## config.mk

```make
export PLATFORM = sky130hd
export DESIGN_NAME = spi_peripheral_flat
export DESIGN_NICKNAME = d
export VERILOG_FILES = /design/src/rtl/spi_pkg.sv /design/src/rtl/spi_peripheral_if.sv /design/src/rtl/sync2.sv /design/src/rtl/spi_peripheral.sv /design/src/flat_wrapper.sv
export SDC_FILE = /design/constraint.sdc
export NUM_CORES = 1
export LEC_CHECK = 0
export CAP_MARGIN = 20
export CORE_MARGIN = 1
export CORE_UTILIZATION = 42
export DETAILED_ROUTE_END_ITERATION = 12
export PLACE_DENSITY = 0.88
export SLEW_MARGIN = 25
export SYNTH_ARGS = -nofsm -noshare
export SYNTH_HDL_FRONTEND = slang
export SYNTH_SLANG_ARGS = --single-unit
```

## constraint.sdc

```tcl
create_clock -name clk -period 3.7 [get_ports clk]
set_input_delay 0.37 -clock clk [delete_from_list [all_inputs] [get_ports clk]]
set_output_delay 0.37 -clock clk [all_outputs]
set_load 0.01 [all_outputs]
```

## src/rtl/spi_pkg.sv

```systemverilog
// Shared definitions for the SPI peripheral: register offsets, STATUS bit positions and the state enum.
// spi_controller reuses the same package.
package spi_pkg;

  localparam logic [31:0] OFF_STATUS  = 32'h0;
  localparam logic [31:0] OFF_CONTROL = 32'h4;
  localparam logic [31:0] OFF_DATA    = 32'h8;
  localparam logic [31:0] BLOCK_BYTES = 32'hC;

  localparam int BIT_RX_VALID  = 0;
  localparam int BIT_TX_EMPTY  = 1;
  localparam int BIT_OVERRUN   = 2;
  localparam int BIT_BUSY      = 3;
  localparam int BIT_CS_ACTIVE = 4;

  localparam int CTL_ENABLE  = 0;
  localparam int CTL_CLR_OVR = 1;

  typedef enum logic {
    ST_IDLE   = 1'b0,
    ST_ACTIVE = 1'b1
  } spi_state_e;

  function automatic logic [31:0] pack_status(input logic cs_active, input logic busy,
                                              input logic overrun, input logic tx_empty,
                                              input logic rx_valid);
    logic [31:0] s;
    s = '0;
    s[BIT_CS_ACTIVE] = cs_active;
    s[BIT_BUSY]      = busy;
    s[BIT_OVERRUN]   = overrun;
    s[BIT_TX_EMPTY]  = tx_empty;
    s[BIT_RX_VALID]  = rx_valid;
    return s;
  endfunction

endpackage

```

## src/rtl/spi_peripheral_if.sv

```systemverilog
// Memory-mapped register bus between a bus master and the SPI peripheral.
interface spi_peripheral_if;
  logic [31:0] addr;
  logic [31:0] wdata;
  logic [3:0]  wmask;
  logic        wen;
  logic        ren;
  logic [31:0] rdata;
  logic        ready;
  logic        active;

  modport master (output addr, wdata, wmask, wen, ren, input rdata, ready, active);
  modport slave  (input addr, wdata, wmask, wen, ren, output rdata, ready, active);
endinterface

```

## src/rtl/sync2.sv

```systemverilog
// Two-flop synchronizer for a single asynchronous input; RST_VAL is the pin's idle level.
module sync2 #(
  parameter logic RST_VAL = 1'b0
) (
  input  logic clk,
  input  logic rst_n,
  input  logic d_i,
  output logic q_o
);

  logic meta_q;
  logic sync_q;

  // NOTE: sequential state uses non-blocking assignments so every flop samples pre-edge values.
  always_ff @(posedge clk or negedge rst_n) begin
    if (!rst_n) begin
      meta_q <= RST_VAL;
      sync_q <= RST_VAL;
    end else begin
      meta_q <= d_i;
      sync_q <= meta_q;
    end
  end

  assign q_o = sync_q;

endmodule

```

## src/rtl/spi_peripheral.sv

```systemverilog
// SPI mode-0 peripheral (8-bit, MSB first) with a 3-word register block on a simple memory bus.
// SPI pins are oversampled by clk through 2-FF synchronizers.
module spi_peripheral
  import spi_pkg::*;
#(
  parameter logic [31:0] ADDR = 32'hd100
) (
  input  logic             clk,
  input  logic             rst_n,
  spi_peripheral_if.slave  bus,
  input  logic             sclk,
  input  logic             cs_n,
  input  logic             mosi,
  output logic             miso,
  output logic             miso_oe
);

  logic sclk_s, cs_n_s, mosi_s;

  sync2 #(.RST_VAL(1'b0)) u_sync_sclk (.clk(clk), .rst_n(rst_n), .d_i(sclk), .q_o(sclk_s));
  sync2 #(.RST_VAL(1'b1)) u_sync_cs_n (.clk(clk), .rst_n(rst_n), .d_i(cs_n), .q_o(cs_n_s));
  sync2 #(.RST_VAL(1'b0)) u_sync_mosi (.clk(clk), .rst_n(rst_n), .d_i(mosi), .q_o(mosi_s));

  spi_state_e  state_q;
  logic        sclk_prev_q;
  logic        cs_n_prev_q;
  logic [1:0]  settle_q;
  logic        enable_q;
  logic [7:0]  txbuf_q;
  logic [7:0]  rxbuf_q;
  logic [7:0]  shift_in_q;
  logic [7:0]  shift_out_q;
  logic [2:0]  bit_cnt_q;
  logic        rx_valid_q;
  logic        tx_empty_q;
  logic        overrun_q;

  logic [31:0] offset;
  logic        hit;
  logic        data_wr, data_rd, ctrl_wr;
  logic        sclk_rise, sclk_fall, cs_fall;
  logic        byte_done, load_shift;
  logic [7:0]  tx_next;
  logic [31:0] rdata_c;

  assign offset  = bus.addr - ADDR;
  assign hit     = offset < BLOCK_BYTES;
  assign data_wr = bus.wen & (offset == OFF_DATA) & bus.wmask[0];
  assign ctrl_wr = bus.wen & (offset == OFF_CONTROL) & bus.wmask[0];
  assign data_rd = bus.ren & (offset == OFF_DATA);

  // The synchronizers come out of reset at the idle level; a cs_n already low at release would
  // look like a falling edge, so edges only count once the pipeline reflects the real pin.
  assign sclk_rise = sclk_s & ~sclk_prev_q;
  assign sclk_fall = ~sclk_s & sclk_prev_q;
  assign cs_fall   = cs_n_prev_q & ~cs_n_s & (settle_q == 2'd3);

  assign byte_done  = (state_q == ST_ACTIVE) & ~cs_n_s & enable_q & sclk_rise & (bit_cnt_q == 3'd7);
  assign load_shift = ((state_q == ST_IDLE) & cs_fall & enable_q) | byte_done;
  assign tx_next    = tx_empty_q ? 8'h00 : txbuf_q;

  always_ff @(posedge clk or negedge rst_n) begin
    if (!rst_n) begin
      state_q     <= ST_IDLE;
      sclk_prev_q <= 1'b0;
      cs_n_prev_q <= 1'b1;
      settle_q    <= 2'd0;
      enable_q    <= 1'b0;
      txbuf_q     <= 8'h00;
      rxbuf_q     <= 8'h00;
      shift_in_q  <= 8'h00;
      shift_out_q <= 8'h00;
      bit_cnt_q   <= 3'd0;
      rx_valid_q  <= 1'b0;
      tx_empty_q  <= 1'b1;
      overrun_q   <= 1'b0;
    end else begin
      sclk_prev_q <= sclk_s;
      cs_n_prev_q <= cs_n_s;
      if (settle_q != 2'd3) settle_q <= settle_q + 2'd1;

      if (ctrl_wr) enable_q <= bus.wdata[CTL_ENABLE];
      if (data_wr) txbuf_q  <= bus.wdata[7:0];

      // A write landing with a load still loads the old txbuf but keeps the new byte pending.
      if (data_wr)         tx_empty_q <= 1'b0;
      else if (load_shift) tx_empty_q <= 1'b1;

      if (byte_done) begin
        rxbuf_q    <= {shift_in_q[6:0], mosi_s};
        rx_valid_q <= 1'b1;
      end else if (data_rd) begin
        rx_valid_q <= 1'b0;
      end

      if (byte_done & rx_valid_q & ~data_rd)       overrun_q <= 1'b1;
      else if (ctrl_wr & bus.wdata[CTL_CLR_OVR])   overrun_q <= 1'b0;

      case (state_q)
        ST_IDLE: begin
          if (cs_fall & enable_q) begin
            state_q     <= ST_ACTIVE;
            bit_cnt_q   <= 3'd0;
            shift_out_q <= tx_next;
          end
        end
        ST_ACTIVE: begin
          if (cs_n_s | ~enable_q) begin
            state_q   <= ST_IDLE;
            bit_cnt_q <= 3'd0;
          end else if (sclk_rise) begin
            shift_in_q <= {shift_in_q[6:0], mosi_s};
            bit_cnt_q  <= bit_cnt_q + 3'd1;
            if (byte_done) shift_out_q <= tx_next;
          end else if (sclk_fall && bit_cnt_q != 3'd0) begin
            // The falling edge right after a byte boundary must keep the freshly loaded MSB.
            shift_out_q <= {shift_out_q[6:0], 1'b0};
          end
        end
        default: state_q <= ST_IDLE;
      endcase
    end
  end

  // NOTE: every path assigns rdata_c via the leading default, so no latch is inferred.
  always_comb begin
    rdata_c = '0;
    if (hit) begin
      case (offset)
        OFF_STATUS:  rdata_c = pack_status(state_q == ST_ACTIVE, bit_cnt_q != 3'd0,
                                           overrun_q, tx_empty_q, rx_valid_q);
        OFF_CONTROL: rdata_c = {31'b0, enable_q};
        OFF_DATA:    rdata_c = {24'b0, rxbuf_q};
        default:     rdata_c = '0;
      endcase
    end
  end

  assign bus.rdata  = rdata_c;
  assign bus.ready  = 1'b1;
  assign bus.active = hit;

  assign miso    = (state_q == ST_ACTIVE) & shift_out_q[7];
  assign miso_oe = (state_q == ST_ACTIVE);

  logic unused_bits;
  assign unused_bits = &{1'b0, bus.wdata[31:8], bus.wmask[3:1]};

endmodule

```

## src/flat_wrapper.sv

```systemverilog
// flat-port wrapper written by rule: the top's interface ports become plain ports
module spi_peripheral_flat import spi_pkg::*;
#(
  parameter logic [31:0] ADDR = 32'hd100
)
  (clk, rst_n, sclk, cs_n, mosi, miso, miso_oe, bus_addr, bus_wdata, bus_wmask, bus_wen, bus_ren, bus_rdata, bus_ready, bus_active);
  spi_peripheral_if bus_i ();
  input  logic clk;
  input  logic rst_n;
  input  logic sclk;
  input  logic cs_n;
  input  logic mosi;
  output logic miso;
  output logic miso_oe;
  input wire logic [$bits(bus_i.addr)-1:0] bus_addr;
  input wire logic [$bits(bus_i.wdata)-1:0] bus_wdata;
  input wire logic [$bits(bus_i.wmask)-1:0] bus_wmask;
  input wire logic [$bits(bus_i.wen)-1:0] bus_wen;
  input wire logic [$bits(bus_i.ren)-1:0] bus_ren;
  output wire logic [$bits(bus_i.rdata)-1:0] bus_rdata;
  output wire logic [$bits(bus_i.ready)-1:0] bus_ready;
  output wire logic [$bits(bus_i.active)-1:0] bus_active;
  assign bus_i.addr = bus_addr;
  assign bus_i.wdata = bus_wdata;
  assign bus_i.wmask = bus_wmask;
  assign bus_i.wen = bus_wen;
  assign bus_i.ren = bus_ren;
  assign bus_rdata = bus_i.rdata;
  assign bus_ready = bus_i.ready;
  assign bus_active = bus_i.active;
  spi_peripheral #(.ADDR(ADDR)) u_core (.clk(clk), .rst_n(rst_n), .bus(bus_i), .sclk(sclk), .cs_n(cs_n), .mosi(mosi), .miso(miso), .miso_oe(miso_oe));
endmodule
```

==> impl_metrics.env <==
export IMPL_worst_ep_required_time_ns=3.33
export IMPL_synth_mux_area_share_pct=16.1
export IMPL_ys_flop_type="dfrtp_1"
export IMPL_syn_instance_count=235
export IMPL_die_w_um=80.2
export IMPL_p_leak_nw=1.46
export IMPL_min_delay_path_class="input pin to async pin"
export IMPL_hold_viol=0
export IMPL_synth_xor_area_share_pct=0.682
export IMPL_fin_crit_sh_pct=96.1
export IMPL_drc_errors=0
export IMPL_rr_worst_depth=5
export IMPL_seq_area_um2=1230
export IMPL_synth_seq_cells=49
export IMPL_drv_slew=0
export IMPL_p_comb_share_pct=10.4
export IMPL_r2r_end="u_core.rxbuf_q[1]$_DFFE_PN0P_"
export IMPL_dpl_cell_area_um2=3150
export IMPL_synth_top_area_cell="dfrtp_1"
export IMPL_cap_violations=0
export IMPL_cts_sinks=49
export IMPL_swShare_pct=21.8
export IMPL_synth_most_common_cell="dfrtp_1"
export IMPL_io_pins=111
export IMPL_status="finished, final reports clean"
export IMPL_worst_slack_ns=0.145
export IMPL_core_area_um2=5920
export IMPL_yosysWarnings=0
export IMPL_drive_gt1_share_pct=16.2
export IMPL_synth_common_cells="45 x dfrtp_1, 27 x mux2_2, 25 x buf_4"
export IMPL_async_flop_share_pct=100
export IMPL_insertedDiodeCount=0
export IMPL_grt_max_degree=50
export IMPL_start_util_pct=43.4
export IMPL_synth_cell_types=38
export IMPL_maxSlewHeadroom_pct=48.3
export IMPL_max_freq_ghz=0.281
export IMPL_finalInstanceArea_um2=3230
export IMPL_die_height_um=80.2
export IMPL_synth_top_family_by_area="multiplexers"
export IMPL_io_buffers=58
export IMPL_synth_cell_area_um2=2570
export IMPL_multi_input_area_um2=1170
export IMPL_critPathMaxFanout=5
export IMPL_cts_hold_buf=0
export IMPL_h_tree_depth=2
export IMPL_start_kind="input pin"
export IMPL_grt_overflow_total=0
export IMPL_grt_usage_pct=16.5
export IMPL_place_gp_congestion=0.788
export IMPL_tns_ns=0
export IMPL_antenna_found_initial=0
export IMPL_nFillCells=507
export IMPL_r2r_start="u_core.enable_q$_DFFE_PN0P_"
export IMPL_yosys_area_share_adder_pct=1.95
export IMPL_arrival_ns=3.19
export IMPL_finalSetupViolCount=0
export IMPL_ir_drop_mv=0.171
export IMPL_rsz0062_at_grt="false"
export IMPL_wire_per_inst_um=13.4
export IMPL_nNetsFinal=375
export IMPL_hpwl_um=3840
export IMPL_synth_top_area_share_pct=43.8
export IMPL_synth_compound_area_share_pct=7.40
export IMPL_wl_um=5000
export IMPL_cts_buffers=5
export IMPL_grt_pass1_wl_um=8020
export IMPL_seq_area_frac_synth_pct=47.9
export IMPL_first_pass_iters=4
export IMPL_crit_path_end_kind="primary output"
export IMPL_min_period_ns=3.56
export IMPL_netSwitchingPower_w=0.000203
export IMPL_die_area_um2=6430
export IMPL_syn_mean_instance_area_um2=10.9
export IMPL_grt_pass1_vias=1783
export IMPL_routed_via_density=5.01
export IMPL_drtIter0Drc=90
export IMPL_r2r_slack_ns=1.23
export IMPL_critical_path_class="input pin to primary output"
export IMPL_dr_total_vias=1865
export IMPL_place_ws_ns=-0.138
export IMPL_yosys_area_share_simple_pct=15.5
export IMPL_ant_nets=0
export IMPL_seqPwrFrac_pct=58.3
export IMPL_clk_latency_ns=0.29
export IMPL_synth_edff_count=0
export IMPL_cts_buffer_depth=2
export IMPL_power_frac_clock_pct=31.3
export IMPL_skew_ns=0.00211
export IMPL_area_delta_synth_final_pct=25.8
export IMPL_worst_pin_slew_ns=0.772
export IMPL_clk_pin_slew_ns=0.08
export IMPL_cts_setup_buffers=0
export IMPL_synthTopCellsByArea="dfrtp_1 44%, mux2_2 12%, buf_4 7.3%, mux2i_1 4.3%, dfstp_2 4.1%"
export IMPL_cts_tree="done"
export IMPL_cell_internal_pwr_w=0.000728
export IMPL_fp_row_count=28
export IMPL_cts_root_buf="clkbuf_8"
export IMPL_powerDensity_nw_per_um2=288
## worst max path at each step
stage,from,to,slack [ns],depth (start not counted)
final,bus_addr[13],bus_rdata[0],0.14,8
after detailed placement,bus_addr[13],bus_rdata[0],-0.14,8
after floorplan,bus_addr[11],bus_rdata[0],0.71,7
after global placement,bus_addr[13],bus_rdata[0],-0.12,8
after CTS,bus_addr[13],bus_active,0.0007,8
after global routing,bus_addr[13],bus_rdata[0],0.07,8
## metal layers
metal  vias to the layer above  part of all wire, %  global-route usage [%]
met5                         -                    0                       0
met4                         0                 0.88                    4.29
met3                         5                  7.7                    4.32
met2                        76                   51                    31.5
met1                       875                   41                    17.9
li1                        909                    -                       -
## power by group through the flow
| stage | logic (W) | registers (W) | clock network, W |
|---|---|---|---|
| 3_3_place_gp | 0.0000951 | 0.000553 | 0 |
| 2_1_floorplan | 0.0000482 | 0.000553 | 0 |
| 5_1_grt | 0.000108 | 0.000544 | 0.000325 |
| 3_5_place_dp | 0.0000974 | 0.000553 | 0 |
| 6_report | 0.0000972 | 0.000543 | 0.000291 |
| 4_1_cts | 0.0000978 | 0.000543 | 0.000303 |
## through the flow
stage                     utilization (%)  hold slack, ns  total power [W]  instances
after floorplan                         -          0.0744         0.000601        258
after global placement               53.2           0.334         0.000648        364
after detailed placement             53.2           0.335         0.000651        364
after CTS                            54.5           0.307         0.000944        372
after global routing                 54.6           0.124         0.000976        372
final                                54.6          0.0777         0.000931        372
## area by class of cell
| cell class | instances | share of cell area, % |
|---|---|---|
| repair buffers | 64 | 19.1 |
| well taps | 75 | 2.90 |
| multi-input cells | 165 | 36.2 |
| inverters | 11 | 1.28 |
| clock buffers | 8 | 2.48 |
| flip-flops and latches | 49 | 38.1 |
## flip-flops by register name (all words and copies together), names as in the netlist, 2 cells and up
signal / flops
u_core.bit_cnt_q: 3
u_core.rxbuf_q: 8
u_core.settle_q: 2
u_core.shift_in_q: 7
u_core.shift_out_q: 8
u_core.txbuf_q: 8
## what timing repair did
item / 4_1_cts / 5_1_grt
setup endpoints to repair: 9 / 1
gates cloned: 0 / 0
resized for setup: 9 / 1
## cell families (layout without fill, tap and decap cells)
| group | count (synthesis) | in the layout |
|---|---|---|
| compound gates | 28 | 28 |
| xor+xnor | 2 | 2 |
| fa+ha+maj | 4 | 4 |
| buf+inv | 44 | 83 |
| flops | 49 | 49 |
| mux | 38 | 38 |
| other cells | 2 | 25 |
| simple gates | 68 | 68 |
## worst max-delay path: stages
cell,delay [ns]
clkdlybuf4s50_1,0.42
or4_4,0.53
o21a_4,0.24
o31a_1,0.30
or4_1,0.44
or4_1,0.51
nor2_1,0.10
dlygate4sd2_1,0.27
## cell usage in the layout (no fill, tap or decap), types with 4 or more instances in the layout
master / instances
inv_1: 11
nor4_1: 9
nand2b_1: 5
buf_4: 7
nor3b_1: 8
mux2i_1: 11
nor3_1: 4
o21ai_0: 4
clkdlybuf4s50_1: 48
nor2_1: 10
dfstp_2: 4
clkbuf_8: 5
dfrtp_1: 45
dlygate4sd2_1: 8
conb_1: 25
mux2_2: 27
and2_1: 5
a21oi_1: 12
ha_1: 4
nand2_1: 8
Power figures use the tool's default switching activity.
